`src/rtl/dff_bit_deserializer_if.sv`:
```
// Bundles the serial-bit input side and the word valid/ready output side of dff_bit_deserializer.
// The master modport belongs to the bit source and word sink. The slave modport belongs to the deserializer.
interface dff_bit_deserializer_if #(
    parameter int WIDTH = 8
);
    localparam int CW = $clog2(WIDTH + 1);

    logic             bit_valid;
    logic             bit_in;
    logic             clear;
    logic [WIDTH-1:0] word_data;
    logic             word_valid;
    logic             word_ready;
    logic [CW-1:0]    bit_count;
    logic             overflow;
    logic             parity_err;

    modport master (
        output bit_valid, bit_in, clear, word_ready,
        input  word_data, word_valid, bit_count, overflow, parity_err
    );

    modport slave (
        input  bit_valid, bit_in, clear, word_ready,
        output word_data, word_valid, bit_count, overflow, parity_err
    );
endinterface

```
`src/rtl/dff_bit_deserializer.sv`:
```
// Packs the flip-flop stage's serial dout into WIDTH-bit words and delivers them through a one-word valid/ready register.
// Defining DESER_PARITY_EN adds a trailing even-parity bit to each frame and enables the sticky parity_err flag.
module dff_bit_deserializer #(
    parameter int WIDTH     = 8,
    parameter bit LSB_FIRST = 1'b1
) (
    input  logic                  clk,
    input  logic                  rst_n,
    dff_bit_deserializer_if.slave bus
);
    localparam int CW = $clog2(WIDTH + 1);
`ifdef DESER_PARITY_EN
    localparam int FRAME = WIDTH + 1;
`else
    localparam int FRAME = WIDTH;
`endif
    localparam logic [CW-1:0] LAST_BIT = CW'(FRAME - 1);

    logic [WIDTH-1:0] shift_q, shift_d;
    logic [WIDTH-1:0] wordData_q, wordData_d;
    logic [CW-1:0]    bitCount_q, bitCount_d;
    logic             wordValid_q, wordValid_d;
    logic             overflow_q, overflow_d;
    logic [WIDTH-1:0] shifted;
    logic [WIDTH-1:0] newWord;
    logic             accept;
    logic             dataPhase;
    logic             complete;
    logic             outFree;

    assign accept   = bus.bit_valid && !bus.clear;
    assign complete = accept && (bitCount_q == LAST_BIT);
    assign outFree  = !wordValid_q || bus.word_ready;

    generate
        if (LSB_FIRST) begin : gLsbFirst
            assign shifted = {bus.bit_in, shift_q[WIDTH-1:1]};
        end else begin : gMsbFirst
            assign shifted = {shift_q[WIDTH-2:0], bus.bit_in};
        end
    endgenerate

`ifdef DESER_PARITY_EN
    // The last bit of a frame is parity only; the data word is already complete in shift_q.
    logic parityErr_q, parityErr_d;

    assign dataPhase = accept && (bitCount_q != CW'(WIDTH));
    assign newWord   = shift_q;

    always_comb begin
        parityErr_d = parityErr_q;
        if (bus.clear) begin
            parityErr_d = 1'b0;
        end else if (complete && ((^shift_q) ^ bus.bit_in)) begin
            parityErr_d = 1'b1;
        end
    end

    always_ff @(posedge clk or negedge rst_n) begin
        if (!rst_n) begin
            parityErr_q <= 1'b0;
        end else begin
            parityErr_q <= parityErr_d;
        end
    end

    assign bus.parity_err = parityErr_q;
`else
    assign dataPhase      = accept;
    assign newWord        = shifted;
    assign bus.parity_err = 1'b0;
`endif

    // A completing word only lands if the output register is free; a handshake in the same cycle frees it.
    always_comb begin
        shift_d     = shift_q;
        bitCount_d  = bitCount_q;
        wordData_d  = wordData_q;
        wordValid_d = wordValid_q;
        overflow_d  = overflow_q;

        if (bus.clear) begin
            shift_d    = '0;
            bitCount_d = '0;
            overflow_d = 1'b0;
        end else if (accept) begin
            bitCount_d = complete ? '0 : bitCount_q + CW'(1);
            if (dataPhase) begin
                shift_d = shifted;
            end
        end

        if (complete) begin
            if (outFree) begin
                wordData_d  = newWord;
                wordValid_d = 1'b1;
            end else begin
                overflow_d = 1'b1;
            end
        end else if (wordValid_q && bus.word_ready) begin
            wordValid_d = 1'b0;
        end
    end

    always_ff @(posedge clk or negedge rst_n) begin
        if (!rst_n) begin
            shift_q     <= '0;
            wordData_q  <= '0;
            bitCount_q  <= '0;
            wordValid_q <= 1'b0;
            overflow_q  <= 1'b0;
        end else begin
            shift_q     <= shift_d;
            wordData_q  <= wordData_d;
            bitCount_q  <= bitCount_d;
            wordValid_q <= wordValid_d;
            overflow_q  <= overflow_d;
        end
    end

    assign bus.word_data  = wordData_q;
    assign bus.word_valid = wordValid_q;
    assign bus.bit_count  = bitCount_q;
    assign bus.overflow   = overflow_q;
endmodule

```
`src/flat_wrapper.sv`:
```
// flat-port wrapper written by rule: the top's interface ports become plain ports
module dff_bit_deserializer_flat 
#(
    parameter int WIDTH     = 8,
    parameter bit LSB_FIRST = 1'b1
)
  (clk, rst_n, bus_bit_valid, bus_bit_in, bus_clear, bus_word_ready, bus_word_data, bus_word_valid, bus_bit_count, bus_overflow, bus_parity_err);
  dff_bit_deserializer_if #(.WIDTH(WIDTH)) bus_i ();
  input  logic clk;
  input  logic rst_n;
  input wire logic [$bits(bus_i.bit_valid)-1:0] bus_bit_valid;
  input wire logic [$bits(bus_i.bit_in)-1:0] bus_bit_in;
  input wire logic [$bits(bus_i.clear)-1:0] bus_clear;
  input wire logic [$bits(bus_i.word_ready)-1:0] bus_word_ready;
  output wire logic [$bits(bus_i.word_data)-1:0] bus_word_data;
  output wire logic [$bits(bus_i.word_valid)-1:0] bus_word_valid;
  output wire logic [$bits(bus_i.bit_count)-1:0] bus_bit_count;
  output wire logic [$bits(bus_i.overflow)-1:0] bus_overflow;
  output wire logic [$bits(bus_i.parity_err)-1:0] bus_parity_err;
  assign bus_i.bit_valid = bus_bit_valid;
  assign bus_i.bit_in = bus_bit_in;
  assign bus_i.clear = bus_clear;
  assign bus_i.word_ready = bus_word_ready;
  assign bus_word_data = bus_i.word_data;
  assign bus_word_valid = bus_i.word_valid;
  assign bus_bit_count = bus_i.bit_count;
  assign bus_overflow = bus_i.overflow;
  assign bus_parity_err = bus_i.parity_err;
  dff_bit_deserializer #(.WIDTH(WIDTH), .LSB_FIRST(LSB_FIRST)) u_core (.clk(clk), .rst_n(rst_n), .bus(bus_i));
endmodule
```
`config.mk`:
```
export PLATFORM = sky130hd
export DESIGN_NAME = dff_bit_deserializer_flat
export DESIGN_NICKNAME = d
export VERILOG_FILES = /design/src/rtl/dff_bit_deserializer_if.sv /design/src/rtl/dff_bit_deserializer.sv /design/src/flat_wrapper.sv
export SDC_FILE = /design/constraint.sdc
export NUM_CORES = 1
export LEC_CHECK = 0
export ABC_CLOCK_PERIOD_IN_PS = 2060
export BUFFER_PORTS_ARGS = -buffer_cell sky130_fd_sc_hd__buf_2
export CAP_MARGIN = 30
export CORE_MARGIN = 4
export CORE_UTILIZATION = 54
export CTS_BUF_LIST = sky130_fd_sc_hd__clkbuf_2
export CTS_CLUSTER_SIZE = 24
export DETAILED_ROUTE_END_ITERATION = 7
export GPL_TIMING_DRIVEN = 0
export PLACE_DENSITY = 0.83
export SLEW_MARGIN = 20
export SYNTH_ARGS = -nofsm -noshare
export SYNTH_HDL_FRONTEND = slang
export SYNTH_SLANG_ARGS = --single-unit
```
`constraint.sdc`:
```
create_clock -name clk -period 2.06 [get_ports clk]
set_clock_uncertainty 0.1 [all_clocks]
set_input_delay 0.309 -clock clk [delete_from_list [all_inputs] [get_ports clk]]
set_output_delay 0.309 -clock clk [all_outputs]
set_load 0.005 [all_outputs]
```
==> run_summary.xml, run 1 <==
<?xml version="1.0" encoding="UTF-8"?>
<metrics>
  <group name="outcome">
    <metric name="status" unit="">finished clean</metric>
  </group>
  <group name="finish">
    <metric name="syn_to_final_growth" unit="%">17.2</metric>
    <metric name="nets" unit="">102</metric>
    <metric name="antenna_cells_inserted" unit="">0</metric>
    <metric name="layout.cells.non_filler" unit="">110</metric>
    <metric name="drive_above_1_share" unit="%">39.4</metric>
  </group>
  <group name="power">
    <metric name="maximum_ir_drop_on_the_vdd_rail" unit="V">0.000358</metric>
    <metric name="switching_share" unit="%">23.2</metric>
    <metric name="power_frac_comb" unit="%">6.8</metric>
    <metric name="power_density" unit="nW/um^2">611</metric>
    <metric name="fin_total_pwr" unit="W">0.000635</metric>
    <metric name="proportion_of_power_drawn_by_the_clock_network" unit="%">26.5</metric>
    <metric name="p_switching" unit="W">0.000147</metric>
    <metric name="total_leakage_power" unit="nW">0.577</metric>
    <metric name="pwr-share-seq" unit="%">66.7</metric>
    <metric name="power.internal" unit="W">0.000488</metric>
  </group>
  <group name="drt">
    <metric name="drtAntennaViolNets" unit="">0</metric>
    <metric name="detail_route.vias_per_cell" unit="">5.23</metric>
    <metric name="drt-wirelength-per-cell" unit="um">13.0</metric>
    <metric name="detailedRoute.firstIterationViolations" unit="">14</metric>
    <metric name="vias" unit="">575</metric>
    <metric name="drt_pass1_iterations" unit="">4</metric>
    <metric name="detail_route.drc_violations" unit="">0</metric>
    <metric name="routed_wirelength" unit="um">1430</metric>
  </group>
  <group name="cts">
    <metric name="clock_tree_from_tritoncts" unit="">done</metric>
    <metric name="htree_num_levels" unit="">1</metric>
    <metric name="clkTransAtPathRegs" unit="ns">0.19</metric>
    <metric name="ctsLongestPathBuffers" unit="">2</metric>
    <metric name="number_of_buffers_created_by_cts" unit="">3</metric>
    <metric name="root_buffer" unit="">clkbuf_2</metric>
    <metric name="cts_num_sinks" unit="">21</metric>
    <metric name="worst_skew_pair.late_latency" unit="ns">0.31</metric>
    <metric name="count_of_instances_resized_after_the_clock_tree_is_built" unit="">0</metric>
  </group>
  <group name="floorplan">
    <metric name="fp.dieH" unit="um">48.5</metric>
    <metric name="row_count" unit="">14</metric>
    <metric name="die_area" unit="sq um">2360</metric>
    <metric name="chipWidth" unit="um">48.5</metric>
    <metric name="num_io_pins" unit="">21</metric>
    <metric name="floorplan.core_area" unit="sq um">1520</metric>
    <metric name="start_util" unit="%">58.2</metric>
  </group>
  <group name="timing">
    <metric name="final-setup-viol-count" unit="">0</metric>
    <metric name="unrepaired_setup_endpoints_after_global_routing" unit="">no</metric>
    <metric name="finalCriticalPeriod" unit="ns">1.81</metric>
    <metric name="setup_tns" unit="ns">0</metric>
    <metric name="hold_viol" unit="">0</metric>
    <metric name="timing.final.max_slew_violations" unit="">0</metric>
    <metric name="fin_crit_sh" unit="%">88.0</metric>
    <metric name="fmax" unit="MHz">551</metric>
  </group>
  <group name="global_routing">
    <metric name="grt_remaining_overflow" unit="">0</metric>
    <metric name="largest_net_degree_at_the_start_of_global_routing" unit="">22</metric>
    <metric name="grt_first_pass_wirelength" unit="um">2570</metric>
    <metric name="grt_antenna_before_repair" unit="">0</metric>
    <metric name="grt_util_all_layers" unit="%">13.5</metric>
    <metric name="grt_pass1_vias" unit="">587</metric>
  </group>
  <group name="synth">
    <metric name="synth_warnings" unit="">0</metric>
    <metric name="synth_fp_nets" unit="">76</metric>
    <metric name="synth.area.top_cells" unit="">dfrtp_1 (59%), mux2_2 (10%), mux2i_1 (9.0%)</metric>
    <metric name="post-synth-top-area-cell" unit="">dfrtp_1</metric>
    <metric name="synth-seq-area-share" unit="%">59.2</metric>
    <metric name="synth_top_cell_area_share" unit="%">59.2</metric>
    <metric name="postSynthCellCount" unit="">69</metric>
    <metric name="mappedNetlistArea" unit="sq um">887</metric>
    <metric name="synthesis.area_per_instance" unit="sq um">12.9</metric>
    <metric name="yosys_register_bits" unit="">21</metric>
    <metric name="synth_unique_cells" unit="">22</metric>
  </group>
  <group name="worst_setup_path">
    <metric name="critical_path_class" unit="">reg2reg</metric>
    <metric name="timing.critical_path.fanout_max" unit="">8</metric>
    <metric name="critical_path_required" unit="ns">2.17</metric>
    <metric name="slowest_delay" unit="ns">0.45</metric>
    <metric name="reg2reg_slack" unit="ns">0.25</metric>
    <metric name="crit_path_cell_trace" unit="">ha_1 &gt; nand2_1 &gt; nor4b_4 &gt; buf_4 &gt; mux2_2</metric>
    <metric name="crit_path_top_delay_cell" unit="">dfrtp_1</metric>
    <metric name="arrival" unit="ns">1.92</metric>
    <metric name="cp-start-kind" unit="">flip-flop</metric>
    <metric name="endpoint_kind" unit="">flip-flop</metric>
  </group>
  <group name="flow_run">
    <metric name="cap_viol_max_count" unit="">0</metric>
  </group>
  <group name="placement">
    <metric name="placement.io_buffers" unit="">19</metric>
    <metric name="post-place-cells" unit="">104</metric>
    <metric name="hpwlAfterDp" unit="um">1040</metric>
    <metric name="gp_routability_congestion" unit="">0.757</metric>
  </group>
  <group name="min_path">
    <metric name="min_path_type" unit="">in2reg</metric>
  </group>
</metrics>
through the flow:
step | hold slack, ns | setup WS [ns] | utilization (%) | instance area (sq um)
floorplan | -0.0866 | 0.348 | - | 887
global placement | 0.181 | 0.192 | 65.8 | 1000
detailed placement | 0.184 | 0.143 | 65.8 | 1000
CTS | 0.0886 | 0.0836 | 67.7 | 1030
global route | 0.0776 | 0.167 | 68.2 | 1040
finish | 0.111 | 0.246 | 68.2 | 1040
cells in the final DEF (no fill, tap or decap):
cell	count
nand2b_1	2
conb_1	1
o22ai_1	1
mux2_2	8
nor2b_1	1
clkbuf_1	1
clkbuf_2	4
nor2_1	9
buf_2	20
or3_2	1
nand2_1	3
nand4_1	1
nor4b_4	1
dlygate4sd3_1	1
inv_1	2
ha_1	1
or3_1	1
a21oi_1	2
mux2i_1	8
o21ai_0	1
xor2_1	1
dfrtp_1	21
nand2b_4	1
buf_4	2
logic make-up after synthesis:
| group | after synthesis | share of synthesized area (%) |
|---|---|---|
| AO/OA/AOI/OAI | 4 | 2.40 |
| XOR/XNOR | 1 | 0.987 |
| adder cells (fa/ha/maj) | 1 | 1.41 |
| buffers and inverters | 5 | 2.68 |
| flip-flops | 21 | 59.2 |
| multiplexers | 16 | 19.2 |
| other | 1 | 0.423 |
| AND/OR/NAND/NOR | 20 | 13.7 |
final timing paths:
check	start	to	cells after the start
max reg2reg	u_core.bus.bit_count[0]$_DFFE_PN0P_	u_core.bus.word_data[5]$_DFFE_PN0P_	5
max in group asynchronous	rst_n	u_core.bus.word_data[5]$_DFFE_PN0P_	2
min in group asynchronous	rst_n	u_core.shift_q[7]$_DFFE_PN0P_	2
max	u_core.bus.bit_count[0]$_DFFE_PN0P_	u_core.bus.word_data[5]$_DFFE_PN0P_	5
min reg2reg	u_core.bus.word_data[1]$_DFFE_PN0P_	u_core.bus.word_data[1]$_DFFE_PN0P_	1
min	bus_clear	u_core.bus.bit_count[3]$_DFFE_PN0P_	2
worst max-delay path: cells and delay by family, from the launching register on:
family,cells,cell delay [ns]
adders and majority gates,1,0.21
DFF,1,0.45
and+or+nand+nor,2,0.39
buffers and inverters,1,0.21
muxes,1,0.35
routing by layer:
layer / up-vias / wire, um / GRT usage, %
li1: 281 / - / -
met1: 279 / 641 / 16.3
met2: 15 / 715 / 22.0
met3: 0 / 77 / 3.37
met4: 0 / 0 / 6.73
met5: - / 0 / 0
power groups by stage:
| stage | Clock (W) | Sequential [W] | Combinational, W |
|---|---|---|---|
| after global routing | 0.000192 | 0.000425 | 0.0000484 |
| after floorplan | 0 | 0.000430 | 0.0000215 |
| after global placement | 0 | 0.000430 | 0.0000420 |
| final | 0.000168 | 0.000423 | 0.0000432 |
| after CTS | 0.000176 | 0.000423 | 0.0000444 |
| after detailed placement | 0 | 0.000431 | 0.0000428 |
area by class of cell:
cell class | instances | area [sq um]
buffer | 3 | 16.3
clock buffer | 4 | 20.0
fill | 111 | 484
inverter | 2 | 7.51
multi-input combinational | 43 | 338
sequential | 21 | 526
tap | 16 | 20.0
timing repair buffer | 21 | 113
flip-flops by register name, summed over array words and instances (netlist names):
| register | flops |
|---|---|
| u_core.bus.word_valid | 1 |
| u_core.shift_q | 7 |
| u_core.bus.word_data | 8 |
| u_core.bus.overflow | 1 |
| u_core.bus.bit_count | 4 |
repair_timing:
item                                    4_1_cts  5_1_grt
hold buffers                                  1        0
endpoints found under the setup margin        0        1
buffers inserted                              0        1
hold endpoints to repair                     21        0
synth_stat cells:
cell type	n
nand2b_1	2
or3_1	1
buf_4	1
o22ai_1	1
or3_2	1
nand2_1	3
mux2i_1	8
nand4_1	1
mux2_2	8
nor2_1	9
o21ai_0	1
dfrtp_1	21
clkbuf_1	1
conb_1	1
inv_1	2
buf_2	1
nand2b_4	1
a21oi_1	2
nor2b_1	1
ha_1	1
nor4b_4	1
xor2_1	1
No activity file was read; power rests on OpenSTA's default activity.
==> inputs of run 2 (changes only) <==
--- a/config.mk
+++ b/config.mk
@@ -9,12 +9,12 @@
 export BUFFER_PORTS_ARGS = -buffer_cell sky130_fd_sc_hd__buf_2
 export CAP_MARGIN = 30
 export CORE_MARGIN = 4
-export CORE_UTILIZATION = 54
-export CTS_BUF_LIST = sky130_fd_sc_hd__clkbuf_2
+export CORE_UTILIZATION = 50
 export CTS_CLUSTER_SIZE = 24
 export DETAILED_ROUTE_END_ITERATION = 7
 export GPL_TIMING_DRIVEN = 0
-export PLACE_DENSITY = 0.83
+export MAX_ROUTING_LAYER = met4
+export PLACE_DENSITY = 0.78
 export SLEW_MARGIN = 20
 export SYNTH_ARGS = -nofsm -noshare
 export SYNTH_HDL_FRONTEND = slang
==> run 2 against run 1 <==
Power is 3.1% higher. Sequential power about the same. Critical path type unchanged. Die area increased by 6.7%. Cell count rose by 6.4%.
==> run_summary.xml, run 2 (synthesized netlist as in run 1, its figures left out) <==
<?xml version="1.0" encoding="UTF-8"?>
<metrics>
  <group name="cts">
    <metric name="ctsLongestPathBuffers" unit="">2</metric>
    <metric name="number_of_buffers_created_by_cts" unit="">3</metric>
    <metric name="htree_num_levels" unit="">1</metric>
    <metric name="root_buffer" unit="">clkbuf_4</metric>
    <metric name="ctsHoldBuffers" unit="">1</metric>
    <metric name="cts_post_setup_buffers_inserted" unit="">0</metric>
    <metric name="cts_num_sinks" unit="">21</metric>
    <metric name="clkTransAtPathRegs" unit="ns">0.11</metric>
    <metric name="worst_skew_pair.late_latency" unit="ns">0.29</metric>
    <metric name="clock_tree_from_tritoncts" unit="">done</metric>
    <metric name="count_of_instances_resized_after_the_clock_tree_is_built" unit="">0</metric>
  </group>
  <group name="finish">
    <metric name="layout.cells.most_common" unit="">dfrtp_1</metric>
    <metric name="nets" unit="">101</metric>
    <metric name="syn_to_final_growth" unit="%">18.3</metric>
    <metric name="most_frequent_cells_in_the_layout" unit="">dfrtp_1 (21), buf_2 (20), nor2_1 (9)</metric>
    <metric name="antenna_cells_inserted" unit="">0</metric>
    <metric name="drive_above_1_share" unit="%">38.7</metric>
    <metric name="largest_reg_flops" unit="">8</metric>
  </group>
  <group name="timing">
    <metric name="fin_crit_sh" unit="%">92.7</metric>
    <metric name="hold_viol" unit="">0</metric>
    <metric name="worstMarginPinSlew" unit="ns">0.603</metric>
    <metric name="timing.final.max_slew_violations" unit="">0</metric>
    <metric name="unrepaired_setup_endpoints_after_global_routing" unit="">no</metric>
    <metric name="setup_tns" unit="ns">0</metric>
    <metric name="fmax" unit="MHz">523</metric>
    <metric name="maxSlewHeadroom" unit="%">59.6</metric>
    <metric name="finalCriticalPeriod" unit="ns">1.91</metric>
    <metric name="final-setup-viol-count" unit="">0</metric>
  </group>
  <group name="drt">
    <metric name="drt_pass1_iterations" unit="">4</metric>
    <metric name="detail_route.drc_violations" unit="">0</metric>
    <metric name="vias" unit="">553</metric>
    <metric name="drt-wirelength-per-cell" unit="um">12.0</metric>
    <metric name="detail_route.vias_per_cell" unit="">4.73</metric>
    <metric name="detailedRoute.firstIterationViolations" unit="">2</metric>
    <metric name="drtAntennaViolNets" unit="">0</metric>
    <metric name="routed_wirelength" unit="um">1400</metric>
  </group>
  <group name="power">
    <metric name="maximum_ir_drop_on_the_vdd_rail" unit="V">0.000366</metric>
    <metric name="total_leakage_power" unit="nW">0.573</metric>
    <metric name="proportion_of_power_drawn_by_the_clock_network" unit="%">28.8</metric>
    <metric name="power.internal" unit="W">0.000508</metric>
    <metric name="power_density" unit="nW/um^2">624</metric>
    <metric name="power_frac_comb" unit="%">6.6</metric>
    <metric name="switching_share" unit="%">22.5</metric>
    <metric name="fin_total_pwr" unit="W">0.000655</metric>
    <metric name="p_switching" unit="W">0.000147</metric>
    <metric name="pwr-share-seq" unit="%">64.5</metric>
  </group>
  <group name="global_routing">
    <metric name="grt_remaining_overflow" unit="">0</metric>
    <metric name="largest_net_degree_at_the_start_of_global_routing" unit="">22</metric>
    <metric name="grt_antenna_before_repair" unit="">0</metric>
    <metric name="grt_first_pass_wirelength" unit="um">2450</metric>
    <metric name="grt_pass1_vias" unit="">591</metric>
    <metric name="grt_util_all_layers" unit="%">12.8</metric>
  </group>
  <group name="floorplan">
    <metric name="num_io_pins" unit="">21</metric>
    <metric name="start_util" unit="%">55.7</metric>
    <metric name="floorplan.core_area" unit="sq um">1590</metric>
    <metric name="fp.dieH" unit="um">50.1</metric>
    <metric name="row_count" unit="">14</metric>
    <metric name="die_area" unit="sq um">2510</metric>
    <metric name="chipWidth" unit="um">50.1</metric>
  </group>
  <group name="outcome">
    <metric name="status" unit="">finished clean</metric>
  </group>
  <group name="worst_setup_path">
    <metric name="critical_path_required" unit="ns">2.14</metric>
    <metric name="arrival" unit="ns">2.00</metric>
    <metric name="cp-start-kind" unit="">flip-flop</metric>
    <metric name="timing.critical_path.fanout_max" unit="">8</metric>
    <metric name="critical_path_class" unit="">reg2reg</metric>
    <metric name="endpoint_kind" unit="">flip-flop</metric>
  </group>
  <group name="placement">
    <metric name="gp_routability_congestion" unit="">0.773</metric>
    <metric name="placement.io_buffers" unit="">19</metric>
    <metric name="hpwlAfterDp" unit="um">1050</metric>
  </group>
  <group name="min_path">
    <metric name="min_path_type" unit="">in2reg</metric>
  </group>
  <group name="flow_run">
    <metric name="cap_viol_max_count" unit="">0</metric>
  </group>
</metrics>
-- run 2: cell types whose count changed in the layout (fill, tap and decap cells not counted) --
cell	before	now
buf_4	2	1
clkbuf_4	0	3
clkinv_2	0	1
clkbuf_2	4	0
-- run 2: worst paths after layout --
kind / from / end / slack, ns / cells past startpoint
setup / recovery: u_core.bus.bit_count[0]$_DFFE_PN0P_ / u_core.bus.word_data[7]$_DFFE_PN0P_ / 0.15 / 4
hold / removal: bus_clear / u_core.bus.bit_count[3]$_DFFE_PN0P_ / 0.14 / 2
setup reg to reg: u_core.bus.bit_count[0]$_DFFE_PN0P_ / u_core.bus.word_data[7]$_DFFE_PN0P_ / 0.15 / 4
hold reg to reg: u_core.bus.word_data[4]$_DFFE_PN0P_ / u_core.bus.word_data[4]$_DFFE_PN0P_ / 0.41 / 1
max in group asynchronous: rst_n / u_core.shift_q[3]$_DFFE_PN0P_ / 1.17 / 2
min in group asynchronous: rst_n / u_core.bus.bit_count[3]$_DFFE_PN0P_ / 0.38 / 2
-- run 2: final cells by class --
| type | instances | area (sq um) |
|---|---|---|
| timing repair buffer | 20 | 105 |
| fill | 131 | 544 |
| buffer | 3 | 16.3 |
| clock buffer | 3 | 22.5 |
| clock inverter | 1 | 5.00 |
| inverter | 2 | 7.51 |
| sequential | 21 | 526 |
| tap | 24 | 30.0 |
| multi-input combinational | 43 | 338 |
-- run 2: power groups by stage --
stage	clock network (W)	logic [W]	registers, W
after floorplan	0	0.0000215	0.000430
after global placement	0	0.0000424	0.000430
after detailed placement	0	0.0000429	0.000431
after CTS	0.000196	0.0000444	0.000423
after global routing	0.000225	0.0000489	0.000424
final	0.000189	0.0000433	0.000423
-- run 2: metal layers --
| metal | global-route usage, % | wire (um) |
|---|---|---|
| met4 | 4.61 | 14 |
| met2 | 22.0 | 704 |
| met5 | - | 0 |
| met1 | 15.1 | 634 |
| met3 | 1.81 | 45 |
-- run 2: metrics by stage --
step	worst slack [ns]	hold slack (ns)	utilization [%]	instance area, sq um	std cells
after global placement	0.172	0.188	63.5	1010	112
after global routing	0.0420	0.121	65.9	1050	117
after floorplan	0.348	-0.0866	-	887	69
after CTS	0.127	0.134	65.9	1050	117
after detailed placement	0.151	0.186	63.5	1010	112
final	0.150	0.139	65.9	1050	117
-- run 2: worst max-delay path, cell delays in order (launching register included) --
cell and delay (ns):
dfrtp_1 0.42, ha_1 0.20, nand2_1 0.13, nor4b_4 0.55
mux2_2 0.41
